--- src/rtl/apu_audio_pkg.sv ---
// Shared constants, lookup curves and helpers for the APU audio back-end.
// The pulse and TND curves are produced at elaboration time from their
// closed-form definitions, so the tables and the formulas cannot drift apart.
package apu_audio_pkg;

  localparam int P_IDX_W = 5;    // SQA+SQB, 0..30
  localparam int T_IDX_W = 8;    // 3*TRI+2*RND+DMC, 0..202
  localparam int PV_W    = 15;   // pulse curve output width
  localparam int TV_W    = 16;   // TND curve output width
  localparam int MIX_W   = 17;   // pv+tv
  localparam int PCM_W   = 16;
  localparam int PULSE_N = 31;
  localparam int TND_N   = 203;

  // Lookup indices carried from S1 into the curve stage.
  typedef struct packed {
    logic [P_IDX_W-1:0] p_idx;
    logic [T_IDX_W-1:0] t_idx;
  } mix_idx_t;

  // round(65536*95.52/(8128/n+100)) evaluated as round(65536*9552*n/(812800+10000*n)).
  // The top entry is pinned to 16877 so that full-scale pulse plus full-scale
  // TND (16877+48658) lands exactly on 0xFFFF.
  function automatic logic [PV_W-1:0] pulse_entry(input int n);
    longint num;
    longint den;
    logic [PV_W-1:0] res;
    if (n == 0) begin
      res = 15'd0;
    end else if (n == 30) begin
      res = 15'd16877;
    end else begin
      num = 64'sd65536 * 64'sd9552 * longint'(n);
      den = 64'sd812800 + 64'sd10000 * longint'(n);
      res = PV_W'((64'sd2 * num + den) / (64'sd2 * den));
    end
    return res;
  endfunction

  // round(65536*163.67/(24329/n+100)) evaluated as round(65536*16367*n/(2432900+10000*n)).
  function automatic logic [TV_W-1:0] tnd_entry(input int n);
    longint num;
    longint den;
    logic [TV_W-1:0] res;
    if (n == 0) begin
      res = 16'd0;
    end else begin
      num = 64'sd65536 * 64'sd16367 * longint'(n);
      den = 64'sd2432900 + 64'sd10000 * longint'(n);
      res = TV_W'((64'sd2 * num + den) / (64'sd2 * den));
    end
    return res;
  endfunction

  // Clamp a window average to 16 bits and move it from offset-binary to two's complement.
  function automatic logic [PCM_W-1:0] to_pcm(input logic [MIX_W-1:0] avg);
    logic [PCM_W-1:0] sat;
    if (avg > 17'h0FFFF) begin
      sat = 16'hFFFF;
    end else begin
      sat = avg[PCM_W-1:0];
    end
    return sat ^ 16'h8000;
  endfunction

endpackage

--- src/rtl/apu_pcm_mixer_if.sv ---
// Sample hand-off bus between the PCM mixer (master) and an audio sink (slave).
interface apu_pcm_mixer_if;
  import apu_audio_pkg::*;

  logic [PCM_W-1:0] PCM;
  logic             PCM_VALID;
  logic             PCM_READY;
  logic             OVF;

  modport master (output PCM, output PCM_VALID, output OVF, input PCM_READY);
  modport slave  (input PCM, input PCM_VALID, input OVF, output PCM_READY);
endinterface

--- src/rtl/apu_mix_lut.sv ---
// Registered dual lookup through the non-linear pulse and TND curves (stage S2).
module apu_mix_lut
  import apu_audio_pkg::*;
(
  input  logic            CLK,
  input  logic            RES,
  input  logic            in_v,
  input  mix_idx_t        idx,
  output logic            out_v,
  output logic [PV_W-1:0] pv,
  output logic [TV_W-1:0] tv
);

  logic [PV_W-1:0] pulse_rom_s [PULSE_N];
  logic [TV_W-1:0] tnd_rom_s   [TND_N];
  logic            out_v_r;
  logic [PV_W-1:0] pv_r;
  logic [TV_W-1:0] tv_r;

  for (genvar g = 0; g < PULSE_N; g++) begin : g_pulse
    localparam logic [PV_W-1:0] ENTRY = pulse_entry(g);
    assign pulse_rom_s[g] = ENTRY;
  end

  for (genvar g = 0; g < TND_N; g++) begin : g_tnd
    localparam logic [TV_W-1:0] ENTRY = tnd_entry(g);
    assign tnd_rom_s[g] = ENTRY;
  end

  // Look both indices up whenever S1 hands over a new sample.
  always_ff @(posedge CLK) begin
    if (RES) begin
      out_v_r <= 1'b0;
      pv_r    <= {PV_W{1'b0}};
      tv_r    <= {TV_W{1'b0}};
    end else begin
      out_v_r <= in_v;
      if (in_v) begin
        pv_r <= pulse_rom_s[idx.p_idx];
        tv_r <= tnd_rom_s[idx.t_idx];
      end
    end
  end

  assign out_v = out_v_r;
  assign pv    = pv_r;
  assign tv    = tv_r;

endmodule

--- src/rtl/apu_pcm_mixer.sv ---
// APU PCM mixer: samples the five channel buses on ACLK, mixes them through
// the pulse/TND curves, box-car decimates over 2^DECIM_LOG2 ticks and offers
// each 16-bit signed result through a single-entry valid/ready register.
module apu_pcm_mixer
  import apu_audio_pkg::*;
#(
  parameter int DECIM_LOG2 = 4
) (
  input  logic            CLK,
  input  logic            RES,
  input  logic            ACLK,
  input  logic [3:0]      SQA,
  input  logic [3:0]      SQB,
  input  logic [3:0]      TRI,
  input  logic [3:0]      RND,
  input  logic [6:0]      DMC,
  apu_pcm_mixer_if.master pcm_bus
);

  localparam int ACC_W = MIX_W + DECIM_LOG2;

  mix_idx_t               idx_r;
  logic                   s1_v_r;
  logic                   s2_v_s;
  logic [PV_W-1:0]        pv_s;
  logic [TV_W-1:0]        tv_s;
  logic [MIX_W-1:0]       mix_s;
  logic [ACC_W-1:0]       sum_s;
  logic [MIX_W-1:0]       avg_s;
  logic                   win_end_s;
  logic [ACC_W-1:0]       acc_r;
  logic [DECIM_LOG2-1:0]  cnt_r;
  logic                   smp_v_r;
  logic [PCM_W-1:0]       smp_r;
  logic [PCM_W-1:0]       pcm_r;
  logic                   pcm_valid_r;
  logic                   ovf_r;

  // S1: capture channel levels on the ACLK strobe and form the curve indices.
  always_ff @(posedge CLK) begin
    if (RES) begin
      idx_r  <= {(P_IDX_W + T_IDX_W){1'b0}};
      s1_v_r <= 1'b0;
    end else begin
      s1_v_r <= ACLK;
      if (ACLK) begin
        idx_r.p_idx <= P_IDX_W'(SQA) + P_IDX_W'(SQB);
        idx_r.t_idx <= T_IDX_W'(TRI) * 8'd3 + T_IDX_W'(RND) * 8'd2 + T_IDX_W'(DMC);
      end
    end
  end

  apu_mix_lut u_lut (
    .CLK   (CLK),
    .RES   (RES),
    .in_v  (s1_v_r),
    .idx   (idx_r),
    .out_v (s2_v_s),
    .pv    (pv_s),
    .tv    (tv_s)
  );

  // S3 datapath: mix the curves, extend the window sum and spot the closing tick.
  always_comb begin
    mix_s     = MIX_W'(pv_s) + MIX_W'(tv_s);
    sum_s     = acc_r + ACC_W'(mix_s);
    avg_s     = MIX_W'(sum_s >> DECIM_LOG2);
    win_end_s = s2_v_s & (cnt_r == {DECIM_LOG2{1'b1}});
  end

  // S3 state: accumulate the window and latch the finished, converted sample.
  always_ff @(posedge CLK) begin
    if (RES) begin
      acc_r   <= {ACC_W{1'b0}};
      cnt_r   <= {DECIM_LOG2{1'b0}};
      smp_v_r <= 1'b0;
      smp_r   <= {PCM_W{1'b0}};
    end else begin
      smp_v_r <= win_end_s;
      if (s2_v_s) begin
        cnt_r <= cnt_r + DECIM_LOG2'(1);
        if (win_end_s) begin
          acc_r <= {ACC_W{1'b0}};
          smp_r <= to_pcm(avg_s);
        end else begin
          acc_r <= sum_s;
        end
      end
    end
  end

  // Output slot: consume, refill, or drop a new sample and flag the overflow.
  always_ff @(posedge CLK) begin
    if (RES) begin
      pcm_r       <= {PCM_W{1'b0}};
      pcm_valid_r <= 1'b0;
      ovf_r       <= 1'b0;
    end else begin
      if (smp_v_r) begin
        if (!pcm_valid_r || pcm_bus.PCM_READY) begin
          pcm_r       <= smp_r;
          pcm_valid_r <= 1'b1;
        end else begin
          ovf_r <= 1'b1;
        end
      end else if (pcm_bus.PCM_READY) begin
        pcm_valid_r <= 1'b0;
      end
    end
  end

  assign pcm_bus.PCM       = pcm_r;
  assign pcm_bus.PCM_VALID = pcm_valid_r;
  assign pcm_bus.OVF       = ovf_r;

endmodule

--- src/flat_wrapper.sv ---
// flat-port wrapper written by rule: the top's interface ports become plain ports
module apu_pcm_mixer_flat import apu_audio_pkg::*;
#(
  parameter int DECIM_LOG2 = 4
)
  (CLK, RES, ACLK, SQA, SQB, TRI, RND, DMC, pcm_bus_PCM, pcm_bus_PCM_VALID, pcm_bus_OVF, pcm_bus_PCM_READY);
  apu_pcm_mixer_if pcm_bus_i ();
  input  logic CLK;
  input  logic RES;
  input  logic ACLK;
  input  logic [3:0] SQA;
  input  logic [3:0] SQB;
  input  logic [3:0] TRI;
  input  logic [3:0] RND;
  input  logic [6:0] DMC;
  output wire logic [$bits(pcm_bus_i.PCM)-1:0] pcm_bus_PCM;
  output wire logic [$bits(pcm_bus_i.PCM_VALID)-1:0] pcm_bus_PCM_VALID;
  output wire logic [$bits(pcm_bus_i.OVF)-1:0] pcm_bus_OVF;
  input wire logic [$bits(pcm_bus_i.PCM_READY)-1:0] pcm_bus_PCM_READY;
  assign pcm_bus_PCM = pcm_bus_i.PCM;
  assign pcm_bus_PCM_VALID = pcm_bus_i.PCM_VALID;
  assign pcm_bus_OVF = pcm_bus_i.OVF;
  assign pcm_bus_i.PCM_READY = pcm_bus_PCM_READY;
  apu_pcm_mixer #(.DECIM_LOG2(DECIM_LOG2)) u_core (.CLK(CLK), .RES(RES), .ACLK(ACLK), .SQA(SQA), .SQB(SQB), .TRI(TRI), .RND(RND), .DMC(DMC), .pcm_bus(pcm_bus_i));
endmodule
--- config.mk ---
export PLATFORM = sky130hd
export DESIGN_NAME = apu_pcm_mixer_flat
export DESIGN_NICKNAME = d
export VERILOG_FILES = /design/src/rtl/apu_audio_pkg.sv /design/src/rtl/apu_pcm_mixer_if.sv /design/src/rtl/apu_mix_lut.sv /design/src/rtl/apu_pcm_mixer.sv /design/src/flat_wrapper.sv
export SDC_FILE = /design/constraint.sdc
export NUM_CORES = 1
export LEC_CHECK = 0
export ABC_CLOCK_PERIOD_IN_PS = 2720
export BUFFER_PORTS_ARGS = -buffer_cell sky130_fd_sc_hd__buf_2
export CAP_MARGIN = 20
export CORE_ASPECT_RATIO = 1.75
export CORE_MARGIN = 8
export CORE_UTILIZATION = 40
export CTS_BUF_LIST = sky130_fd_sc_hd__clkbuf_4
export CTS_CLUSTER_SIZE = 24
export DETAILED_ROUTE_END_ITERATION = 8
export PLACE_DENSITY = 0.62
export REMOVE_ABC_BUFFERS = 1
export SLEW_MARGIN = 20
export SYNTH_ARGS = -nofsm -noshare
export SYNTH_HDL_FRONTEND = slang
export SYNTH_SLANG_ARGS = --single-unit
--- constraint.sdc ---
create_clock -name CLK -period 2.72 [get_ports CLK]
set_input_delay 0.136 -clock CLK [delete_from_list [all_inputs] [get_ports CLK]]
set_output_delay 0.136 -clock CLK [all_outputs]
set_load 0.005 [all_outputs]
* Yosys cells after proc, flatten, opt, wreduce, memory -nomap -nowiden
Memory sizes are Yosys's and may differ from the RTL's. A register that Yosys moved wholly into a read port is not among the register bits.
Index checks and enable logic that the tools add are counted.
** Storage, ports and cells
- Memories kept :: 2
- Memory bits (read-only) :: 4576
- Word-level logic and storage cells :: 43
- Bits in registers :: 75
- Input port bits :: 27
- Output and inout port bits :: 18
** Memory list
- (name not given) :: words 256, width 16, read ports 1, clocked after memory_dff 1, wr ports 0, RTL line apu_mix_lut.sv:40 : tv_r <= tnd_rom_s[idx.t_idx];
- (name not given) :: words 32, width 15, read ports 1, clocked after memory_dff 1, wr ports 0, RTL line apu_mix_lut.sv:39 : pv_r <= pulse_rom_s[idx.p_idx];
** Operators by class
- Order comparisons :: 1
- Multiplexer cells :: 8
- Reductions and logical operators :: 7
- Multipliers :: 1
- Equality and inequality tests :: 2
- Bitwise gates (word level) :: 5
- Add/sub/neg operators :: 6
** Operators with widths (number)
- 16-bit two-way mux :: 4
- 21-bit by 17-bit adder with 21-bit output :: 1
- 21-bit two-way mux :: 1
- 15-bit by 16-bit adder with 17-bit output :: 1
- 17-bit by 16-bit > comparator with 1-bit output (second input constant) :: 1
- 8-bit NOT with 9-bit output :: 1
- 8-bit by 7-bit adder with 8-bit output :: 1
- 2-bit AND reduction :: 4
- 6-bit by 5-bit adder with 7-bit output :: 1
- 4-bit by 2-bit multiplier with 6-bit output (second input constant) :: 1
- 5-bit NOT with 6-bit output :: 1
- 4-bit by 4-bit adder with 5-bit output :: 1
- 4-bit by 1-bit adder with 4-bit output (second input constant) :: 1
- 4-bit == test (second input constant) :: 1
- 1-bit two-way mux :: 3
- 2-bit != test (second input constant) :: 1
- 1-bit NOT :: 2
- 2-bit nonzero test :: 1
- 1-bit bitwise AND :: 1
- 1-bit zero test :: 1
- 1-bit logical OR :: 1

* Depth between registers and ports, before layout
Gate-level depths: netlist (run 1).
- Word-level depth :: 8
- Gate-level depth with buffers :: 13
- Gate-level depth less buffers :: 12

* By module
From an unflattened synthesis (run 1), not the netlist that was laid out.
** Unflattened totals
- Cell total of the unflattened synthesis :: 1317
- Area, all modules :: 9934.5 um^2
** By module, submodules not included
- apu_mix_lut :: times used 1, cells each 838, area each 5511.5 um^2, sequential area each 640.6 um^2
- apu_pcm_mixer :: times used 1, cells each 479, area each 4423.0 um^2, sequential area each 1481.4 um^2

* Worst setup path before layout (run 1)
No wires, ideal clock.
- Path kind :: register -> register
- Start :: reg u_core.acc_r[1]
- End :: reg u_core.smp_r[15]
- Data arrival time :: 2739 ps
- Stages on the path, launching flop included :: 13
- Slack :: -135 ps
- Setup time :: 115 ps
- Cells stage by stage :: dfxtp_1 inv_1 fa_1 inv_1 ha_1 fa_1 a211oi_1 o21ai_2 a21oi_2 o31ai_2 and3_1 xnor2_1 a31o_1
** On the way
- Word-level cells in the longest chain between the ends :: 7
** Ends and longest elaborated chain
- from (decl) :: RTL line apu_pcm_mixer.sv:31 : logic [ACC_W-1:0] acc_r;
- from (signal assigned) :: RTL line apu_pcm_mixer.sv:74 : acc_r <= {ACC_W{1'b0}};
- from (signal assigned) :: RTL line apu_pcm_mixer.sv:83 : acc_r <= {ACC_W{1'b0}};
- from (signal assigned) :: RTL line apu_pcm_mixer.sv:86 : acc_r <= sum_s;
- 21-bit by 17-bit adder with 21-bit output * :: RTL line apu_pcm_mixer.sv:66 : sum_s = acc_r + ACC_W'(mix_s);
- 17-bit by 16-bit > comparator with 1-bit output :: RTL line apu_audio_pkg.sv:58 : if (avg > 17'h0FFFF) begin
- 16-bit two-way mux * :: RTL line apu_audio_pkg.sv:58
- 16-bit two-way mux * :: RTL line apu_pcm_mixer.sv:82 : if (win_end_s) begin
- 16-bit two-way mux * :: RTL line apu_pcm_mixer.sv:80 : if (s2_v_s) begin
- 16-bit two-way mux * :: RTL line apu_pcm_mixer.sv:73 : if (RES) begin
- 1-bit NOT (no line) *
- to (signal assigned) :: RTL line apu_pcm_mixer.sv:77 : smp_r <= {PCM_W{1'b0}};
- to (signal assigned) :: RTL line apu_pcm_mixer.sv:84 : smp_r <= to_pcm(avg_s);
- to (decl) :: RTL line apu_pcm_mixer.sv:34 : logic [PCM_W-1:0] smp_r;
Every way passes the cells marked *; elsewhere a longest branch is shown, timed or not. The select of a mux whose other input is x is not followed.
A chain may end at the register's enable or synchronous reset.

* Final worst setup path (run 1)
- Start :: reg u_core.u_lut.pv_r[1] (netlist: u_core.u_lut.pv[1])
- End :: reg u_core.acc_r[13]
** On the way
- Word-level cells in the longest chain between the ends :: 3
** Ends and longest elaborated chain
- from (decl) :: RTL line apu_mix_lut.sv:17 : logic [PV_W-1:0] pv_r;
- 15-bit by 16-bit adder with 17-bit output :: RTL line apu_pcm_mixer.sv:65 : mix_s = MIX_W'(pv_s) + MIX_W'(tv_s);
- 21-bit by 17-bit adder with 21-bit output :: RTL line apu_pcm_mixer.sv:66
- 21-bit two-way mux :: RTL line apu_pcm_mixer.sv:82
Every way passes these cells.

==> results of run 1 <==
## critical path: stages, from the launching register on
cell and delay (ns):
dfxtp_2 0.37, inv_2 0.04, fa_1 0.55, inv_2 0.05, ha_4 0.16, fa_2 0.37, a211oi_2 0.24, o21ai_2 0.12
a21oi_4 0.25, o31ai_2 0.10, xor2_1 0.30, a22oi_1 0.11, nor2_1 0.11
## area by class of cell
type / count / area, um2 / area share (%)
clock buffers: 9 / 67.6 / 0.561
well taps: 316 / 395 / 3.28
diodes: 1 / 2.50 / 0.0208
flip-flops and latches: 106 / 2150 / 17.8
clock inverters: 7 / 58.8 / 0.488
repair buffers: 212 / 1720 / 14.3
multi-input cells: 1099 / 7490 / 62.1
inverters: 45 / 169 / 1.40
## cell usage after synthesis (all sizes together) (7+ instances only)
library cell / n
a2111oi: 8
and2: 10
dfxtp: 106
a211oi: 41
o21ai: 116
a21oi: 134
a311oi: 17
mux4: 13
inv: 42
nor2b: 19
o22ai: 7
nand4: 7
buf: 72
nand2b: 24
o211ai: 34
a21o: 18
fa: 22
or3: 7
o31ai: 13
ha: 59
nor2: 135
nand3: 42
a31oi: 41
nand2: 152
or2: 8
a22oi: 7
xor2: 12
xnor2: 17
o311ai: 13
nor3: 30
mux2i: 21
clkbuf: 56
## cell usage in the layout, fill, tap and decap left out, types with 9 or more instances in the layout
cell type,instances
o311ai_0,12
o211ai_1,33
inv_1,37
nand3_1,39
mux4_2,13
o31ai_1,11
dfxtp_2,14
buf_12,17
nor3_1,29
xor2_1,10
xnor2_1,15
a21o_1,18
nand2_1,152
nand2b_1,24
ha_1,49
and2_1,9
buf_4,142
nor2_1,129
mux2i_1,21
a21oi_1,128
a311oi_1,16
clkbuf_4,9
o21ai_0,107
dfxtp_1,89
nor2b_1,18
a31oi_1,39
fa_1,21
buf_2,44
a211oi_1,39
## how the worst max path moves through the flow
stage	to	slack, ns	depth (start not counted)
after CTS	u_core.acc_r[13]$_SDFFE_PP0P_	-0.11	12
after floorplan	u_core.u_lut.tv[10]$_SDFFE_PP0P_	-2.96	8
after global routing	u_core.acc_r[13]$_SDFFE_PP0P_	-0.19	12
after global placement	u_core.acc_r[19]$_SDFFE_PP0P_	-0.28	12
final	u_core.acc_r[13]$_SDFFE_PP0P_	-0.09	12
after detailed placement	u_core.smp_r[15]$_SDFFE_PP0P_	-0.34	12
## cells by family after synthesis
| kind of cell | count (synthesis) |
|---|---|
| AOI/OAI and AO/OA | 505 |
| and+or+nand+nor | 448 |
| buffers and inverters | 173 |
| DFF | 106 |
| adders and majority gates | 81 |
| muxes | 36 |
| xor gates and xnor gates | 29 |
## where the power goes
part	internal, mW	switching [mW]
registers	1.65	0.162
logic	1.96	2.95
clock network	0.204	0.575
total	3.81	3.69
## state kept, by name (all words and copies together) (netlist names)
name / count
u_core.pcm_bus.OVF: 1
u_core.smp_v_r: 1
u_core.acc_r: 21
u_core.u_lut.out_v: 1
u_core.s1_v_r: 1
u_core.pcm_bus.PCM_VALID: 1
u_core.cnt_r: 4
u_core.pcm_bus.PCM: 16
u_core.u_lut.pv: 15
u_core.smp_r: 16
u_core.idx_r: 13
u_core.u_lut.tv: 16
## metal layers
| metal | global-route usage [%] | vias up | routed length [um] |
|---|---|---|---|
| met5 | 0 | - | 23 |
| met3 | 5.55 | 210 | 2910 |
| met1 | 29.2 | 5280 | 14800 |
| met2 | 49.6 | 516 | 21700 |
| li1 | - | 5230 | - |
| met4 | 22.7 | 4 | 4120 |
## through the flow
step	cells	setup WS, ns	util [%]	power [mW]	hold WS [ns]
2_1_floorplan	1250	-2.96	-	4.38	0.205
3_3_place_gp	1766	-0.280	45.9	6.39	0.437
3_5_place_dp	1766	-0.336	45.9	6.37	0.441
4_1_cts	1791	-0.112	47.2	7.21	0.000168
5_1_grt	1795	-0.195	47.9	7.93	0.0448
6_report	1795	-0.0903	47.9	7.50	0.0518
## repair_timing
| item | 4_1_cts | 5_1_grt |
|---|---|---|
| hold endpoints to repair | 6 | 0 |
| gates cloned | 0 | 0 |
| endpoints found under the setup margin | 25 | 38 |
| hold buffers | 7 | 0 |
| pin swaps | 16 | 19 |
| buffers inserted | 2 | 3 |
| resized for setup | 25 | 45 |
==> results.py, run 1 <==
metrics = {
    "critical_path": {
        "start_kind": "register",
        "crit_start": "u_core.u_lut.pv[1]$_SDFFE_PP0P_",
        "critPathCaptureType": "register",
        "worstPathArrival_ns": 3.28,
        "r2r_slack_ns": -0.09,
        "crit_type": "reg2reg",
        "rr_worst_depth": 12,
        "r2r-start": "u_core.u_lut.pv[1]$_SDFFE_PP0P_",
        "critPathRequiredTime_ns": 3.19,
        "rr_endpoint": "u_core.acc_r[13]$_SDFFE_PP0P_",
        "crit_fanout": 5,
    },
    "clocking": {
        "clock_sinks": 106,
        "cts.root.buffer_cell": "clkbuf_4",
        "clock_tree.buffer_depth": 2,
        "path_clk_slew_ns": 0.18,
        "cts_tree": "done",
        "cts_max_level": 3,
        "clkLatencyLatePin_ns": 0.52,
        "numCtsBuffers": 9,
    },
    "finish": {
        "fillers": 2533,
        "syn2layout_area_growth_pct": 18.3,
        "drive_gt1_share_pct": 21.4,
        "nets": 1581,
        "stdcell_area_mm2": 0.0121,
    },
    "yosys": {
        "ys.flop_type": "dfxtp_1",
        "synth_top_family_by_area": "compound AO/OA/AOI/OAI gates",
        "synth-xor-area-share_pct": 2.49,
        "seq_area_frac_synth_pct": 20.8,
        "syn-instance-count": 1378,
        "synth.distinct_cells": 79,
        "yosys.area.top_type": "dfxtp_1",
        "synth_compound_area_share_pct": 32.1,
        "avgSynthCellArea_um2": 7.39,
        "synth-simple-area-share_pct": 19.8,
        "ys_ff_latch": 106,
        "synth.area.top_cells": "dfxtp_1, ha_1, a21oi_1",
        "yosys_warnings": 0,
        "synthAdderAreaFrac_pct": 11.6,
        "synth_mux_area_share_pct": 5.16,
        "synth_top_area_share_pct": 20.8,
        "syn_area_mm2": 0.0102,
        "synth_edf_count": 0,
        "synth_async_sr_flop_share_pct": 0,
    },
    "floorplan": {
        "coreArea_mm2": 0.0251,
        "rows": 77,
        "io_pins": 45,
        "initial_core_util_pct": 40.5,
        "die_y_um": 227,
        "die_w_um": 137,
        "die_area_mm2": 0.0310,
    },
    "timing": {
        "fin_ws_ns": -0.0903,
        "max_freq_mhz": 356,
        "fin_crit_sh_pct": 103,
        "min_period_ns": 2.81,
        "clock_skew_ns": 0.0234,
        "drv_slew": 0,
        "rsz0062_at_grt": "true",
        "setup_viol": 11,
        "setup_tns_ns": -0.693,
        "hold_viol_final": 0,
        "tightest_slew_ns": 1.06,
        "slew-limit-headroom_pct": 28.9,
    },
    "route": {
        "drtPass1Iterations": 6,
        "wire_per_inst_um": 24.3,
        "vias": 11240,
        "ant_nets": 0,
        "routed_wirelength_mm": 43.6,
        "vias_per_cell": 6.26,
        "drc": 0,
        "drt_iter0_markers": 1041,
    },
    "pwr": {
        "power_density_mw_per_mm2": 622,
        "power.leakage_nw": 4.80,
        "ir_drop_uv": 278,
    },
    "placement": {
        "place.gp.congestion": 1.09,
        "dpl_cell_area_mm2": 0.0115,
        "dpl.hpwl_mm": 31.9,
        "port_buffers": 44,
    },
    "min_path": {
        "hp-start": "SQA[1]",
        "hold_depth": 4,
        "hold_path_end": "u_core.idx_r[9]$_SDFFE_PP0P_",
        "hold_path.class": "in2reg",
    },
    "outcome": {
        "status": "finished with violations",
        "failed_checks": "negative setup slack",
    },
    "global_route": {
        "grt_max_degree": 83,
        "groute.usage.overall_pct": 28.5,
        "grt_pass1_wl_mm": 66.8,
        "overflow": 0,
        "grt_pass1_vias": 10957,
        "antenna_found_initial": 3,
    },
    "run": {
        "drv_cap": 0,
    },
}
No activity file was read; power rests on OpenSTA's default activity.
==> run 2: changes to the inputs <==
- CELL_PAD_IN_SITES_DETAIL_PLACEMENT: unset -> 1
- CELL_PAD_IN_SITES_GLOBAL_PLACEMENT: unset -> 1
- PLACE_DENSITY: 0.62 -> 0.78
==> run 2 against run 1 <==
Clock skew rose by 0.0034 ns. Final cell count up 0.61%. Critical path depth up 1. Critical endpoint unchanged. The run still ends with negative setup slack left. Power up 2.7%. Worst hold slack worse by 0.025 ns. Sequential share of layout area is 0.23 points lower.
==> results.py, run 2 (synthesis results as in run 1) <==
metrics = {
    "outcome": {
        "status": "finished with violations",
        "failed_checks": "negative setup slack",
    },
    "critical_path": {
        "crit_type": "reg2reg",
        "cp_slowest_cell": "fa_1",
        "path_buf_inv": 3,
        "crit_path_max_incr_delay_ns": 0.60,
        "critPathRequiredTime_ns": 3.17,
        "rr_endpoint": "u_core.acc_r[13]$_SDFFE_PP0P_",
        "cpMostUsedCell": "inv_2",
        "start_kind": "register",
        "rr_worst_depth": 13,
        "r2r_slack_ns": -0.29,
        "path_cells": "inv_2 -> fa_1 -> inv_2 -> ha_4 -> fa_2 -> a211oi_2 -> o21ai_2 -> a21oi_4 -> buf_6 -> o31ai_4 -> xor2_2 -> a22oi_2 -> nor2_1",
        "r2r-start": "u_core.u_lut.pv[1]$_SDFFE_PP0P_",
        "crit_fanout": 5,
        "worstPathArrival_ns": 3.46,
        "cp_top_family": "adder cells",
        "critPathCaptureType": "register",
    },
    "global_route": {
        "grt_pass1_vias": 12031,
        "overflow": 0,
        "antenna_found_initial": 1,
        "grt_max_degree": 48,
        "groute.usage.overall_pct": 31.1,
        "grt_pass1_wl_mm": 72.3,
    },
    "route": {
        "routed_wirelength_mm": 50.4,
        "wire_per_inst_um": 27.9,
        "drc": 0,
        "drtPass1Iterations": 5,
        "vias": 11805,
        "vias_per_cell": 6.54,
        "drt_iter0_markers": 843,
        "ant_nets": 0,
    },
    "finish": {
        "syn2layout_area_growth_pct": 20.5,
        "fin_cells": 1806,
        "nets": 1592,
        "final_cell_mix": "buf_4, nand2_1, nor2_1",
        "regMostFlops": "u_core.acc_r",
        "drive_gt1_share_pct": 23.4,
        "largest_reg_flops": 21,
        "final_common_cell": "buf_4",
    },
    "floorplan": {
        "coreArea_mm2": 0.0251,
        "die_area_mm2": 0.0310,
        "die_y_um": 227,
        "io_pins": 45,
        "initial_core_util_pct": 40.5,
        "die_w_um": 137,
        "rows": 77,
    },
    "pwr": {
        "power.leakage_nw": 4.87,
        "power_density_mw_per_mm2": 628,
        "ir_drop_uv": 312,
    },
    "clocking": {
        "clkLatencyLatePin_ns": 0.55,
        "cts_tree": "done",
        "cts_max_level": 3,
        "clock_sinks": 106,
        "clock_tree.buffer_depth": 2,
        "numCtsBuffers": 9,
        "cts.root.buffer_cell": "clkbuf_4",
        "path_clk_slew_ns": 0.20,
    },
    "placement": {
        "place.gp.congestion": 1.05,
        "port_buffers": 44,
        "dpl.hpwl_mm": 35.7,
        "placed_cells": 1768,
    },
    "timing": {
        "tightest_slew_ns": 0.877,
        "hold_slack_ns": 0.0266,
        "max_freq_mhz": 332,
        "fin_ws_ns": -0.289,
        "fin_crit_sh_pct": 111,
        "hold_viol_final": 0,
        "rsz0062_at_grt": "true",
        "clock_skew_ns": 0.0267,
        "min_period_ns": 3.01,
        "setup_viol": 27,
        "drv_slew": 0,
        "slew-limit-headroom_pct": 41.3,
    },
    "min_path": {
        "hp-start": "SQA[3]",
        "hold_path_end": "u_core.idx_r[12]$_SDFFE_PP0P_",
        "hold_path.class": "in2reg",
        "hold_depth": 4,
    },
    "run": {
        "drv_cap": 0,
    },
}
run 2: cell types whose count changed in the layout (fill, tap and decap cells not counted), moves of 3 or more:
cell	delta
buf_6	+4
dfxtp_1	-4
buf_12	-7
buf_4	+13
a21oi_1	-3
dfxtp_4	+3
run 2: layout make-up:
cell class / count / area (um2)
Clock buffer: 9 / 67.6
Clock inverter: 7 / 70.1
Timing Repair Buffer: 223 / 1750
Sequential cell: 106 / 2160
Inverter: 45 / 169
Multi-Input combinational cell: 1099 / 7660
Antenna cell: 1 / 2.50
Tap cell: 316 / 395
Fill cell: 3145 / 12900
run 2: worst max path at each step:
stage | startpoint | to | slack, ns | depth (start not counted)
2_1_floorplan | u_core.idx_r[2]$_SDFFE_PP0P_ | u_core.u_lut.tv[10]$_SDFFE_PP0P_ | -2.96 | 8
3_3_place_gp | u_core.acc_r[1]$_SDFFE_PP0P_ | u_core.acc_r[19]$_SDFFE_PP0P_ | -0.29 | 12
3_5_place_dp | u_core.acc_r[1]$_SDFFE_PP0P_ | u_core.acc_r[19]$_SDFFE_PP0P_ | -0.39 | 12
4_1_cts | u_core.acc_r[1]$_SDFFE_PP0P_ | u_core.acc_r[19]$_SDFFE_PP0P_ | -0.16 | 12
5_1_grt | u_core.u_lut.pv[1]$_SDFFE_PP0P_ | u_core.acc_r[13]$_SDFFE_PP0P_ | -0.37 | 13
6_report | u_core.u_lut.pv[1]$_SDFFE_PP0P_ | u_core.acc_r[13]$_SDFFE_PP0P_ | -0.29 | 13
run 2: repair_timing:
item / in CTS / in global routing
hold endpoints to repair: 10 / 0
setup buffers: 4 / 11
hold buffers: 6 / 0
endpoints found under the setup margin: 29 / 41
gates cloned: 1 / 0
pin swaps: 20 / 36
resized for setup: 46 / 61
run 2: routing by layer:
metal | global-route usage [%] | wire length (um)
met3 | 4.42 | 2660
met5 | 0 | 0
met4 | 25.8 | 4600
met1 | 30.7 | 17100
met2 | 56.1 | 26100
run 2: worst min-delay path, stage by stage:
cell and delay, ns:
buf_2 0.10, ha_1 0.19, inv_1 0.05, a311oi_1 0.08
run 2: power breakdown:
| group | total, mW | internal, mW | leakage, nW | switching [mW] |
|---|---|---|---|---|
| Clock | 0.844 | 0.213 | 0.0737 | 0.631 |
| Combinational | 5.02 | 1.95 | 3.93 | 3.07 |
| Sequential | 1.84 | 1.65 | 0.872 | 0.189 |
run 2: per-stage QoR:
step | worst slack, ns | instance area (um2) | setup TNS (ns) | power (mW) | utilization (%)
global placement | -0.289 | 11500 | -2.78 | 6.37 | 45.7
finish | -0.289 | 12300 | -5.67 | 7.71 | 48.8
global route | -0.369 | 12300 | -7.57 | 8.05 | 48.8
floorplan | -2.96 | 9540 | -40.05 | 4.38 | -
CTS | -0.162 | 11900 | -2.07 | 7.34 | 47.4
detailed placement | -0.394 | 11500 | -5.27 | 6.45 | 45.7
